## src/rtl/avg_sink_if.sv

```systemverilog
`default_nettype none
// ============================================================================
//  Module   : avg_sink_if
//  Purpose  : Bundle of the averager result stream, the downstream drain
//             handshake and the status outputs of avg_sink.
//  Ports    : (interface, no ports)
//             ready/dout/flush  - capture stream and clear request (to sink)
//             out_valid/out_ready/out_data - FWFT drain handshake
//             count/overflow/drop_cnt/res_min/res_max - status (from sink)
//  Modports : slave  - the avg_sink block
//             master - the side driving the stream and draining results
//  Revision : 1.0 - initial release
// ============================================================================
interface avg_sink_if #(
  parameter int DW = 16,
  parameter int AW = 4
) ();

  logic          ready;
  logic [DW-1:0] dout;
  logic          flush;
  logic          out_valid;
  logic          out_ready;
  logic [DW-1:0] out_data;
  logic [AW:0]   count;
  logic          overflow;
  logic [7:0]    drop_cnt;
  logic [DW-1:0] res_min;
  logic [DW-1:0] res_max;

  modport slave (
    input  ready, dout, flush, out_ready,
    output out_valid, out_data, count, overflow, drop_cnt, res_min, res_max
  );

  modport master (
    output ready, dout, flush, out_ready,
    input  out_valid, out_data, count, overflow, drop_cnt, res_min, res_max
  );

endinterface

`default_nettype wire

```

## src/rtl/avg_sink.sv

```systemverilog
`default_nettype none
// ============================================================================
//  Module   : avg_sink
//  Purpose  : Collects the sliding-window averager results, keeps one out of
//             every DECIM captured results and buffers the kept ones in a
//             first-word-fall-through FIFO drained by a valid/ready handshake.
//             Reports fill level, sticky overflow and a saturating drop count.
//  Ports    : clk    - single clock, rising edge
//             reset  - synchronous, active-high
//             bus    - avg_sink_if.slave (stream in, drain out, status)
//  Options  : AVG_SINK_STATS_EN - when defined, res_min/res_max track the
//             smallest/largest kept result; otherwise they are constants.
//  Revision : 1.0 - initial release
// ============================================================================
module avg_sink #(
  parameter int DW    = 16,
  parameter int DEPTH = 16,
  parameter int AW    = $clog2(DEPTH),
  parameter int DECIM = 1
) (
  input  wire logic   clk,
  input  wire logic   reset,
  avg_sink_if.slave   bus
);

  localparam logic [AW:0] FULL_LVL = (AW+1)'(DEPTH);
  localparam logic [7:0]  DC_LAST  = 8'(DECIM - 1);

  logic [DW-1:0] mem_q [DEPTH];

  logic [AW-1:0] wr_ptr_q, wr_ptr_d;
  logic [AW-1:0] rd_ptr_q, rd_ptr_d;
  logic [AW:0]   count_q, count_d;
  logic          overflow_q, overflow_d;
  logic [7:0]    drop_cnt_q, drop_cnt_d;
  logic [7:0]    dc_q, dc_d;

  logic keep, pop, push, drop, full;

  // --------------------------------------------------------------------------
  // Handshake decode and next state
  // --------------------------------------------------------------------------
  always_comb begin
    keep = bus.ready && (dc_q == 8'd0);
    pop  = (count_q != '0) && bus.out_ready;
    full = (count_q == FULL_LVL);
    // A pop in the same cycle frees the slot, so a full FIFO still accepts.
    push = keep && (!full || pop);
    drop = keep && !push;

    wr_ptr_d   = wr_ptr_q;
    rd_ptr_d   = rd_ptr_q;
    count_d    = count_q;
    overflow_d = overflow_q;
    drop_cnt_d = drop_cnt_q;
    dc_d       = dc_q;

    // The decimation phase restarts at every gap in the ready stream.
    if (!bus.ready || dc_q >= DC_LAST) begin
      dc_d = 8'd0;
    end else begin
      dc_d = dc_q + 8'd1;
    end

    if (bus.flush) begin
      wr_ptr_d   = '0;
      rd_ptr_d   = '0;
      count_d    = '0;
      overflow_d = 1'b0;
      drop_cnt_d = 8'd0;
      dc_d       = 8'd0;
    end else begin
      if (push) begin
        wr_ptr_d = wr_ptr_q + AW'(1);
      end
      if (pop) begin
        rd_ptr_d = rd_ptr_q + AW'(1);
      end
      if (push && !pop) begin
        count_d = count_q + (AW+1)'(1);
      end else if (pop && !push) begin
        count_d = count_q - (AW+1)'(1);
      end
      if (drop) begin
        overflow_d = 1'b1;
        if (drop_cnt_q != 8'hFF) begin
          drop_cnt_d = drop_cnt_q + 8'd1;
        end
      end
    end
  end

  always_ff @(posedge clk) begin
    if (reset) begin
      wr_ptr_q   <= '0;
      rd_ptr_q   <= '0;
      count_q    <= '0;
      overflow_q <= 1'b0;
      drop_cnt_q <= 8'd0;
      dc_q       <= 8'd0;
    end else begin
      wr_ptr_q   <= wr_ptr_d;
      rd_ptr_q   <= rd_ptr_d;
      count_q    <= count_d;
      overflow_q <= overflow_d;
      drop_cnt_q <= drop_cnt_d;
      dc_q       <= dc_d;
    end
  end

  // Storage needs no reset: entries are only visible through count_q.
  always_ff @(posedge clk) begin
    if (push && !bus.flush && !reset) begin
      mem_q[wr_ptr_q] <= bus.dout;
    end
  end

  assign bus.out_valid = (count_q != '0);
  assign bus.out_data  = bus.out_valid ? mem_q[rd_ptr_q] : '0;
  assign bus.count     = count_q;
  assign bus.overflow  = overflow_q;
  assign bus.drop_cnt  = drop_cnt_q;

  // --------------------------------------------------------------------------
  // Optional min/max statistics over kept results (dropped ones included)
  // --------------------------------------------------------------------------
`ifdef AVG_SINK_STATS_EN
  logic [DW-1:0] res_min_q, res_min_d;
  logic [DW-1:0] res_max_q, res_max_d;

  always_comb begin
    res_min_d = res_min_q;
    res_max_d = res_max_q;
    if (bus.flush) begin
      res_min_d = '1;
      res_max_d = '0;
    end else if (keep) begin
      if (bus.dout < res_min_q) begin
        res_min_d = bus.dout;
      end
      if (bus.dout > res_max_q) begin
        res_max_d = bus.dout;
      end
    end
  end

  always_ff @(posedge clk) begin
    if (reset) begin
      res_min_q <= '1;
      res_max_q <= '0;
    end else begin
      res_min_q <= res_min_d;
      res_max_q <= res_max_d;
    end
  end

  assign bus.res_min = res_min_q;
  assign bus.res_max = res_max_q;
`else
  assign bus.res_min = '1;
  assign bus.res_max = '0;
`endif

endmodule

`default_nettype wire

```

## src/flat_wrapper.sv

```systemverilog
// flat-port wrapper written by rule: the top's interface ports become plain ports
module avg_sink_flat 
#(
  parameter int DW    = 16,
  parameter int DEPTH = 16,
  parameter int AW    = $clog2(DEPTH),
  parameter int DECIM = 1
)
  (clk, reset, bus_ready, bus_dout, bus_flush, bus_out_ready, bus_out_valid, bus_out_data, bus_count, bus_overflow, bus_drop_cnt, bus_res_min, bus_res_max);
  avg_sink_if #(.DW(DW), .AW(AW)) bus_i ();
  input  wire logic clk;
  input  wire logic reset;
  input wire logic [$bits(bus_i.ready)-1:0] bus_ready;
  input wire logic [$bits(bus_i.dout)-1:0] bus_dout;
  input wire logic [$bits(bus_i.flush)-1:0] bus_flush;
  input wire logic [$bits(bus_i.out_ready)-1:0] bus_out_ready;
  output wire logic [$bits(bus_i.out_valid)-1:0] bus_out_valid;
  output wire logic [$bits(bus_i.out_data)-1:0] bus_out_data;
  output wire logic [$bits(bus_i.count)-1:0] bus_count;
  output wire logic [$bits(bus_i.overflow)-1:0] bus_overflow;
  output wire logic [$bits(bus_i.drop_cnt)-1:0] bus_drop_cnt;
  output wire logic [$bits(bus_i.res_min)-1:0] bus_res_min;
  output wire logic [$bits(bus_i.res_max)-1:0] bus_res_max;
  assign bus_i.ready = bus_ready;
  assign bus_i.dout = bus_dout;
  assign bus_i.flush = bus_flush;
  assign bus_i.out_ready = bus_out_ready;
  assign bus_out_valid = bus_i.out_valid;
  assign bus_out_data = bus_i.out_data;
  assign bus_count = bus_i.count;
  assign bus_overflow = bus_i.overflow;
  assign bus_drop_cnt = bus_i.drop_cnt;
  assign bus_res_min = bus_i.res_min;
  assign bus_res_max = bus_i.res_max;
  avg_sink #(.DW(DW), .DEPTH(DEPTH), .AW(AW), .DECIM(DECIM)) u_core (.clk(clk), .reset(reset), .bus(bus_i));
endmodule
```

## config.mk

```make
export PLATFORM = sky130hd
export DESIGN_NAME = avg_sink_flat
export DESIGN_NICKNAME = d
export VERILOG_FILES = /design/src/rtl/avg_sink_if.sv /design/src/rtl/avg_sink.sv /design/src/flat_wrapper.sv
export SDC_FILE = /design/constraint.sdc
export NUM_CORES = 1
export LEC_CHECK = 0
export BUFFER_PORTS_ARGS = -buffer_cell sky130_fd_sc_hd__clkbuf_2
export CAP_MARGIN = 0
export CORE_MARGIN = 4
export CORE_UTILIZATION = 45
export CTS_BUF_LIST = sky130_fd_sc_hd__clkbuf_4 sky130_fd_sc_hd__clkbuf_8
export CTS_CLUSTER_DIAMETER = 80
export DETAILED_ROUTE_END_ITERATION = 6
export GPL_ROUTABILITY_DRIVEN = 1
export HOLD_SLACK_MARGIN = 0.08
export REMOVE_ABC_BUFFERS = 1
export SLEW_MARGIN = 20
export SYNTH_ARGS = -nofsm -noshare
export SYNTH_HDL_FRONTEND = slang
export SYNTH_SLANG_ARGS = --single-unit
```

## constraint.sdc

```tcl
create_clock -name clk -period 2.4 [get_ports clk]
set_input_delay 0.36 -clock clk [delete_from_list [all_inputs] [get_ports clk]]
set_output_delay 0.36 -clock clk [all_outputs]
set_load 0.01 [all_outputs]
```

[Yosys cells after proc, flatten, opt, wreduce, memory -nomap -nowiden]
Memories as Yosys holds them, arrays and structs flattened. A register that Yosys moved wholly into a read port is not among the register bits.
Index checks and enable logic that the tools add are counted.
Storage, ports and cells
  register bits after elaboration: 30
  memory bits (writable): 256
  input port bits: 21
  output and inout bits: 63
  word-level logic and storage cells: 45
  memories: 1
Memories
  u_core.mem_q: words 16, bits a word 16, rd ports 1, clocked after memory_dff 1, wr ports 1, RTL line avg_sink.sv:29  | logic [DW-1:0] mem_q [DEPTH];
Operators by class
  add/sub/neg operators: 6
  magnitude comparators: 1
  eq/ne operators: 2
  mux-type cells: 7
  reduce and logical (&&, ||, !) cells: 22
Operator list (count)
  8-bit by 1-bit adder with 8-bit output (second input constant): 2
  16-bit two-way mux: 1
  5-bit two-way mux: 2
  4-bit by 1-bit adder with 4-bit output (second input constant): 2
  8-bit by 1-bit >= comparator with 1-bit output (second input constant): 1
  1-bit logical AND: 8
  8-bit zero test: 1
  4-bit two-way mux: 2
  8-bit inequality test (second input constant): 1
  1-bit zero test: 6
  5-bit by 1-bit adder with 5-bit output (second input constant): 1
  5-bit == test (second input constant): 1
  5-bit nonzero test: 1
  5-bit by 1-bit subtractor with 5-bit output (second input constant): 1
  3-bit OR reduction: 1
  1-bit logical OR: 2
  1-bit two-way mux: 2
  2-bit AND reduction: 1
  2-bit nonzero test: 1
  2-bit OR reduction: 1

[Logic depth before layout (Yosys ltp)]
Gate-level depths: netlist (run 1).
  depth after elaboration: 8
  mapped depth: 9
  gate-level depth less buffers: 9

[Worst setup path after synthesis (run 1)]
No wires, ideal clock.
  path type: reg-to-reg
  start point: register u_core.count_q[4], in the netlist u_core.bus.count[4]
  end point: memory u_core.mem_q[0][0], enable pin
  library setup time: 409 ps
  arrival: 2222 ps
  data required time: 1991 ps
  setup slack: -231 ps
  cell stages (with the launch flop): 5
  buffers on the path: 0
  clock period less this slack: 2631 ps
  cell sequence: dfxtp_1 nor2b_1 a21boi_2 nand3_1 nor3_1
Between the ends
  cells in the longest elaborated chain, start to end: 8
  elaborated cells on any way between the ends: 10
  classes of those cells: eq/ne (1); mux (2); reduce/logical (7)
Ends and longest elaborated chain
  start, declared: RTL line avg_sink.sv:33  | logic [AW:0] count_q, count_d;
  start signal, assigned: RTL line avg_sink.sv:104  | count_q <= count_d;
  5-bit == test / 5-bit nonzero test (equally long branches): RTL line avg_sink.sv:46, avg_sink.sv:45
  1-bit zero test / 1-bit logical AND (equally long branches): RTL line avg_sink.sv:48, avg_sink.sv:45
  1-bit logical OR *: RTL line avg_sink.sv:48  | push = keep && (!full || pop);
  1-bit logical AND *: RTL line avg_sink.sv:48
  1-bit logical AND * (2 in a row): RTL line avg_sink.sv:113  | if (push && !bus.flush && !reset) begin
  1-bit two-way mux *: RTL line avg_sink.sv:113
  1-bit two-way mux (not written as such) *: RTL line avg_sink.sv:114  | mem_q[wr_ptr_q] <= bus.dout;
  end, declared: RTL line avg_sink.sv:29
Every way passes the cells marked *; elsewhere a longest branch is shown, timed or not.

==> flow_summary.toml, run 1 <==
[run_status]
status = "complete, but fails checks"
violations = "negative setup slack"

[cts]
cts_buffer_depth = 3
cts_hold_buffers = 0
cts_made_buffers = 45
cts_root_buffer = "clkbuf_8"
htreeDepth = 2
path_clk_slew_ns = 0.06
cts_tree = "done"
clkLatencyLatePin_ns = 0.55
clock-sinks = 282

[floorplanning]
dieHeight_um = 167
std_cell_rows = 58
io_pins = 84
core_area_um2 = 25000
fp.dieArea_um2 = 28000
dieWidth_um = 167
start_util_pct = 45.6

[worst_setup_path]
worstSetupEndpointType = "output port"
critPathLaunchType = "register"
slowest_stage = "mux4_2"
crit_path_max_incr_delay_ns = 0.50
cp.arrival_ns = 2.31
crit_fanout = 6
path_class = "register to output port"
path_buf_inv = 3
cp.required_ns = 2.04
path_cells = "buf_12 -> clkbuf_16 -> mux4_2 -> mux2_4 -> nand2_2 -> o221ai_1 -> buf_2"
crit_family = "multiplexers"

[grt]
grt_pass1_vias = 6587
grt_max_degree = 35
grt_usage_pct = 17.7
use_met3_pct = 3.56
busiest_layer = "met2"
antenna_found_initial = 0
grt_pass1_wl_um = 38000
use_met2_pct = 30.4
gr-total-overflow = 0
met1_usage_pct = 22.9

[placement]
io_buffers = 51
dp.cells = 1037
hpwl_um = 14600
globalplace.congestion = 0.830
place_area_um2 = 12400
pre_cts_ws_ns = -0.147

[route]
via_count = 6043
drt-initial-drc-count = 372
avgViaCountPerCell = 5.30
first_pass_iters = 4
wire_per_inst_um = 21.8
ant_nets = 0
drc = 0
wl_um = 24900

[timing]
slew_headroom_pct = 66.2
rsz0062_at_grt = "yes"
layout_min_cycle_time_ns = 2.67
fin_crit_sh_pct = 111
final.setup.worst_slack_ns = -0.273
finalSetupTns_ns = -3.86
timing.fmax_ghz = 0.374
tightest_slew_ns = 0.505
fin_skew_ns = 0.0186
slew_violations = 0
hold_viol = 0
finalSetupViolCount = 16
whs_ns = 0.215

[layout]
final_cells = 1140
fin_area_um2 = 13900
utilization_pct = 55.6
fillers = 1995
drive_gt1_share_pct = 42.6
fin_nets = 812
syn_to_final_growth_pct = 22.0
antenna_cells = 0

[synthesis]
synth-adder-area-share_pct = 1.27
synth_warnings = 0
netlist_instances = 626
synth_common_cells = "256 x edfxtp_1, 64 x mux4_2, 40 x inv_1"
synth-main-ff-cell = "edfxtp_1"
netlist_area_um2 = 11400
synth_seq_cells = 282
synth-simple-area-share_pct = 4.36
synth_mux_area_share_pct = 14.5
synth_area_leaders = "edfxtp_1 67%, mux4_2 13%, dfxtp_1 4.6%"
synth_edf_count = 256
synth.distinct_cells = 44
synth_xor_area_share_pct = 0.537
synth_top_family_by_area = "multiplexers"
synth_area_per_cell_um2 = 18.2
synth.top_cell.area_share_pct = 67.4
yosysMostFrequentCell = "edfxtp_1"
ys_seq_area_share_pct = 71.9
synth-compound-area-share_pct = 2.87
async_reset_ff_share_pct = 0
synth_area_leader_cell = "edfxtp_1"

[min_path]
min_path_type = "input pin to register"

[power_and_ir_drop]
powerDensity_nw_per_um2 = 780
p_total_mw = 10.9
irDropWorstVdd_mv = 0.450
leakage_nw = 4.85

[flow_run]
maxCapViolations = 0
-- where the power goes --
group | internal [mW] | total [mW] | switching, mW
clock | 2.31 | 4.06 | 1.75
sequential | 5.39 | 5.41 | 0.0231
combinational | 0.659 | 1.40 | 0.737
total | 8.36 | 10.9 | 2.51
-- layer usage --
metal / wire length [um] / vias to the layer above
met3: 1090 / 47
met4: 528 / 0
li1: - / 2715
met1: 10500 / 3130
met2: 12700 / 151
met5: 0 / -
-- cells in the final DEF (no fill, tap or decap), types with 3 or more instances in the layout --
master,synthesis,routed
edfxtp_1,256,256
mux4_2,64,64
buf_4,36,61
clkbuf_8,0,47
inv_1,40,39
clkbuf_2,0,39
conb_1,2,32
nor2_1,32,22
dfxtp_1,26,22
nand2_2,0,13
nand3_1,13,12
clkbuf_4,0,12
buf_2,12,12
mux2_4,0,11
o221ai_2,0,11
clkinv_1,0,11
buf_12,0,11
nor2_2,0,10
nand2_1,24,9
a21oi_1,12,9
xor2_1,6,6
ha_1,10,6
o221ai_1,16,5
mux2_2,16,5
buf_6,0,5
nor3_2,0,4
o211ai_1,4,4
o21ai_0,4,4
or4_1,5,4
ha_4,0,4
clkbuf_16,0,4
or2_2,3,3
mux2i_1,3,3
and3_1,3,3
or3_1,3,3
dfxtp_2,0,3
bufinv_16,0,3
-- worst register-to-register path, delay by kind of cell, from the launching register on --
family	cells	cell delay [ns]
buf+inv	2	0.16
fa+ha+maj	2	0.42
simple gates	3	1.04
compound gates	3	0.35
flops	1	0.33
-- worst paths after layout --
path / startpoint / to / slack, ns / cells past startpoint
max: register / bus_out_data[10] / -0.27 / 7
min: bus_dout[12] / u_core.mem_q[1][12] / 0.21 / 1
max reg2reg: u_core.bus.count[2] / u_core.bus.count[3] / 0.02 / 10
min reg2reg: u_core.bus.overflow / u_core.bus.overflow / 0.47 / 2
-- cell type report --
cell class	instances	area [um^2]	share of cell area, %
clock buffers	59	737	5.29
repair buffers	134	1150	8.26
well taps	330	413	2.96
inverters	40	153	1.10
multi-input cells	277	3100	22.3
flip-flops and latches	282	8220	59.0
clock inverters	18	156	1.12
-- what timing repair did --
action,in CTS,in global routing
pin swaps,6,17
gates cloned,2,4
gates resized for setup,32,44
endpoints found under the setup margin,19,19
buffers inserted,12,8
-- sequential cells by signal (all words and copies together) (netlist names), named ones only --
name / flops
u_core.bus.count: 5
u_core.bus.drop_cnt: 8
u_core.bus.overflow: 1
u_core.mem_q: 256
u_core.rd_ptr_q: 4
u_core.wr_ptr_q: 4
-- cell families (layout without fill, tap and decap cells) --
group           count (synthesis)  in the layout
fa+ha+maj                      11             11
simple gates                  100            100
xor+xnor                        7              7
other cells                     2             32
mux                            83             83
compound gates                 44             44
flops                         282            282
buf+inv                        97            251
Power figures use the tool's default switching activity.
==> run 2: changes to the inputs <==
Settings changed: PLACE_DENSITY set to 0.76.
==> run 2 against run 1 <==
The flow still finishes with violations (negative setup slack). Largest power group unchanged. Register-to-register slack improved by 0.03 ns. Via count grew 0.71%. Routed wire length is 0.13% lower. Largest cell class unchanged.
==> flow_summary.toml, run 2 (synthesized netlist as in run 1, its figures left out) <==
[placement]
io_buffers = 51
globalplace.congestion = 0.773
place_area_um2 = 12400
hpwl_um = 14300
dp.cells = 1040
pre_cts_ws_ns = -0.100

[route]
ant_nets = 0
wire_per_inst_um = 21.8
highest_layer = "met4"
dr_wl_met2_um = 12400
drt-initial-drc-count = 501
drc = 0
wl_met3_um = 1760
wl_met1_um = 10300
via_count = 6086
avgViaCountPerCell = 5.35
wl_um = 24800
first_pass_iters = 5

[grt]
gr-total-overflow = 0
grt_pass1_wl_um = 37800
grt_usage_pct = 17.6
grt_pass1_vias = 6360
grt_max_degree = 31
antenna_found_initial = 0

[timing]
rsz0062_at_grt = "yes"
slew_violations = 0
hold_viol = 0
finalSetupViolCount = 16
timing.fmax_ghz = 0.373
whs_ns = 0.220
layout_min_cycle_time_ns = 2.68
fin_crit_sh_pct = 112
fin_skew_ns = 0.0187
final.setup.worst_slack_ns = -0.282

[cts]
htreeDepth = 2
cts_buffer_depth = 3
path_clk_slew_ns = 0.06
clock-sinks = 282
cts_root_buffer = "clkbuf_8"
cts_made_buffers = 45
clkLatencyLatePin_ns = 0.54
cts_tree = "done"

[layout]
drive_gt1_share_pct = 43.3
largest_register_ffs = 256
regMostFlops = "u_core.mem_q"
final_common_cell = "edfxtp_1"
antenna_cells = 0
layout_common_cells = "256 x edfxtp_1, 64 x mux4_2, 59 x buf_4, 46 x clkbuf_8, 40 x clkbuf_2"
fin_nets = 808
final_cells = 1138
syn_to_final_growth_pct = 20.7
fin_area_um2 = 13800

[worst_setup_path]
path_class = "register to output port"
cp.arrival_ns = 2.32
path_cells = "buf_6 -> buf_16 -> mux4_2 -> mux2_4 -> nand2_2 -> o221ai_2 -> buf_2"
slowest_stage = "mux4_2"
critPathLaunchType = "register"
cp.required_ns = 2.04
crit_fanout = 6
worstSetupEndpointType = "output port"
crit_path_max_incr_delay_ns = 0.51

[floorplanning]
std_cell_rows = 58
dieHeight_um = 167
core_area_um2 = 25000
io_pins = 84
dieWidth_um = 167
fp.dieArea_um2 = 28000
start_util_pct = 45.6

[min_path]
min_path_type = "input pin to register"

[run_status]
status = "complete, but fails checks"
violations = "negative setup slack"

[power_and_ir_drop]
leakage_nw = 4.81
powerDensity_nw_per_um2 = 766
irDropWorstVdd_mv = 0.517
p_total_mw = 10.5

[flow_run]
maxCapViolations = 0
==> run 2: cell types whose count changed in the layout (fill, tap and decap cells not counted), sizes merged <==
cell      previous run  this run
clkbuf             102       103
buf                 90        89
clkinv              13        14
inv                 40        42
bufinv               3         0
clkinvlp             2         0
==> run 2: metrics by stage <==
step                setup TNS (ns)  utilization [%]
finish                       -3.89             55.0
floorplan                   -35.71                -
global placement           -0.0640             49.5
CTS                          -5.00             54.6
global route                 -5.69             55.0
detailed placement          -0.198             49.5
==> run 2: critical path, delay by kind of cell, from the launching register on <==
kind | cells | cell delay, ns
AO/OA/AOI/OAI | 1 | 0.08
buffers and inverters | 3 | 0.42
flip-flops | 1 | 0.39
multiplexers | 2 | 0.81
AND/OR/NAND/NOR | 1 | 0.07
==> run 2: final cells by class <==
| type | count | area [um^2] |
|---|---|---|
| Clock buffer | 63 | 761 |
| Clock inverter | 16 | 80.1 |
| Fill cell | 1922 | 11300 |
| Inverter | 40 | 150 |
| Multi-Input combinational cell | 277 | 3130 |
| Sequential cell | 282 | 8220 |
| Tap cell | 330 | 413 |
| Timing Repair Buffer | 130 | 1030 |
==> run 2: path summary, 6_finish.rpt <==
kind | startpoint | end | depth (start not counted) | slack, ns
hold reg to reg | u_core.bus.overflow | u_core.bus.overflow | 2 | 0.48
setup reg to reg | u_core.bus.count[1] | u_core.bus.count[4] | 11 | 0.05
setup / recovery | register | bus_out_data[10] | 7 | -0.28
hold / removal | bus_dout[10] | u_core.mem_q[1][10] | 1 | 0.22
==> run 2: metal layers <==
layer  track usage, %  up-vias
met5                0        -
met4             4.62        0
met3             3.94       34
met2             28.8      232
met1             24.3     3118
li1                 -     2702
==> run 2: report_power, final <==
part           total [mW]  leakage (nW)  switching (mW)  internal (mW)
Combinational        1.31          1.84           0.733          0.580
Sequential           5.41          2.52          0.0187           5.39
Clock                3.83         0.456            1.78           2.05
Total                10.5          4.81            2.53           8.02
==> run 2: repair_timing <==
| item | CTS | global route |
|---|---|---|
| gates resized for setup | 43 | 45 |
| cloned | 5 | 0 |
| hold endpoints to repair | 0 | 0 |
| setup buffers | 14 | 2 |
| hold buffers | 0 | 0 |
| pin swaps | 3 | 5 |
| setup endpoints to repair | 18 | 19 |
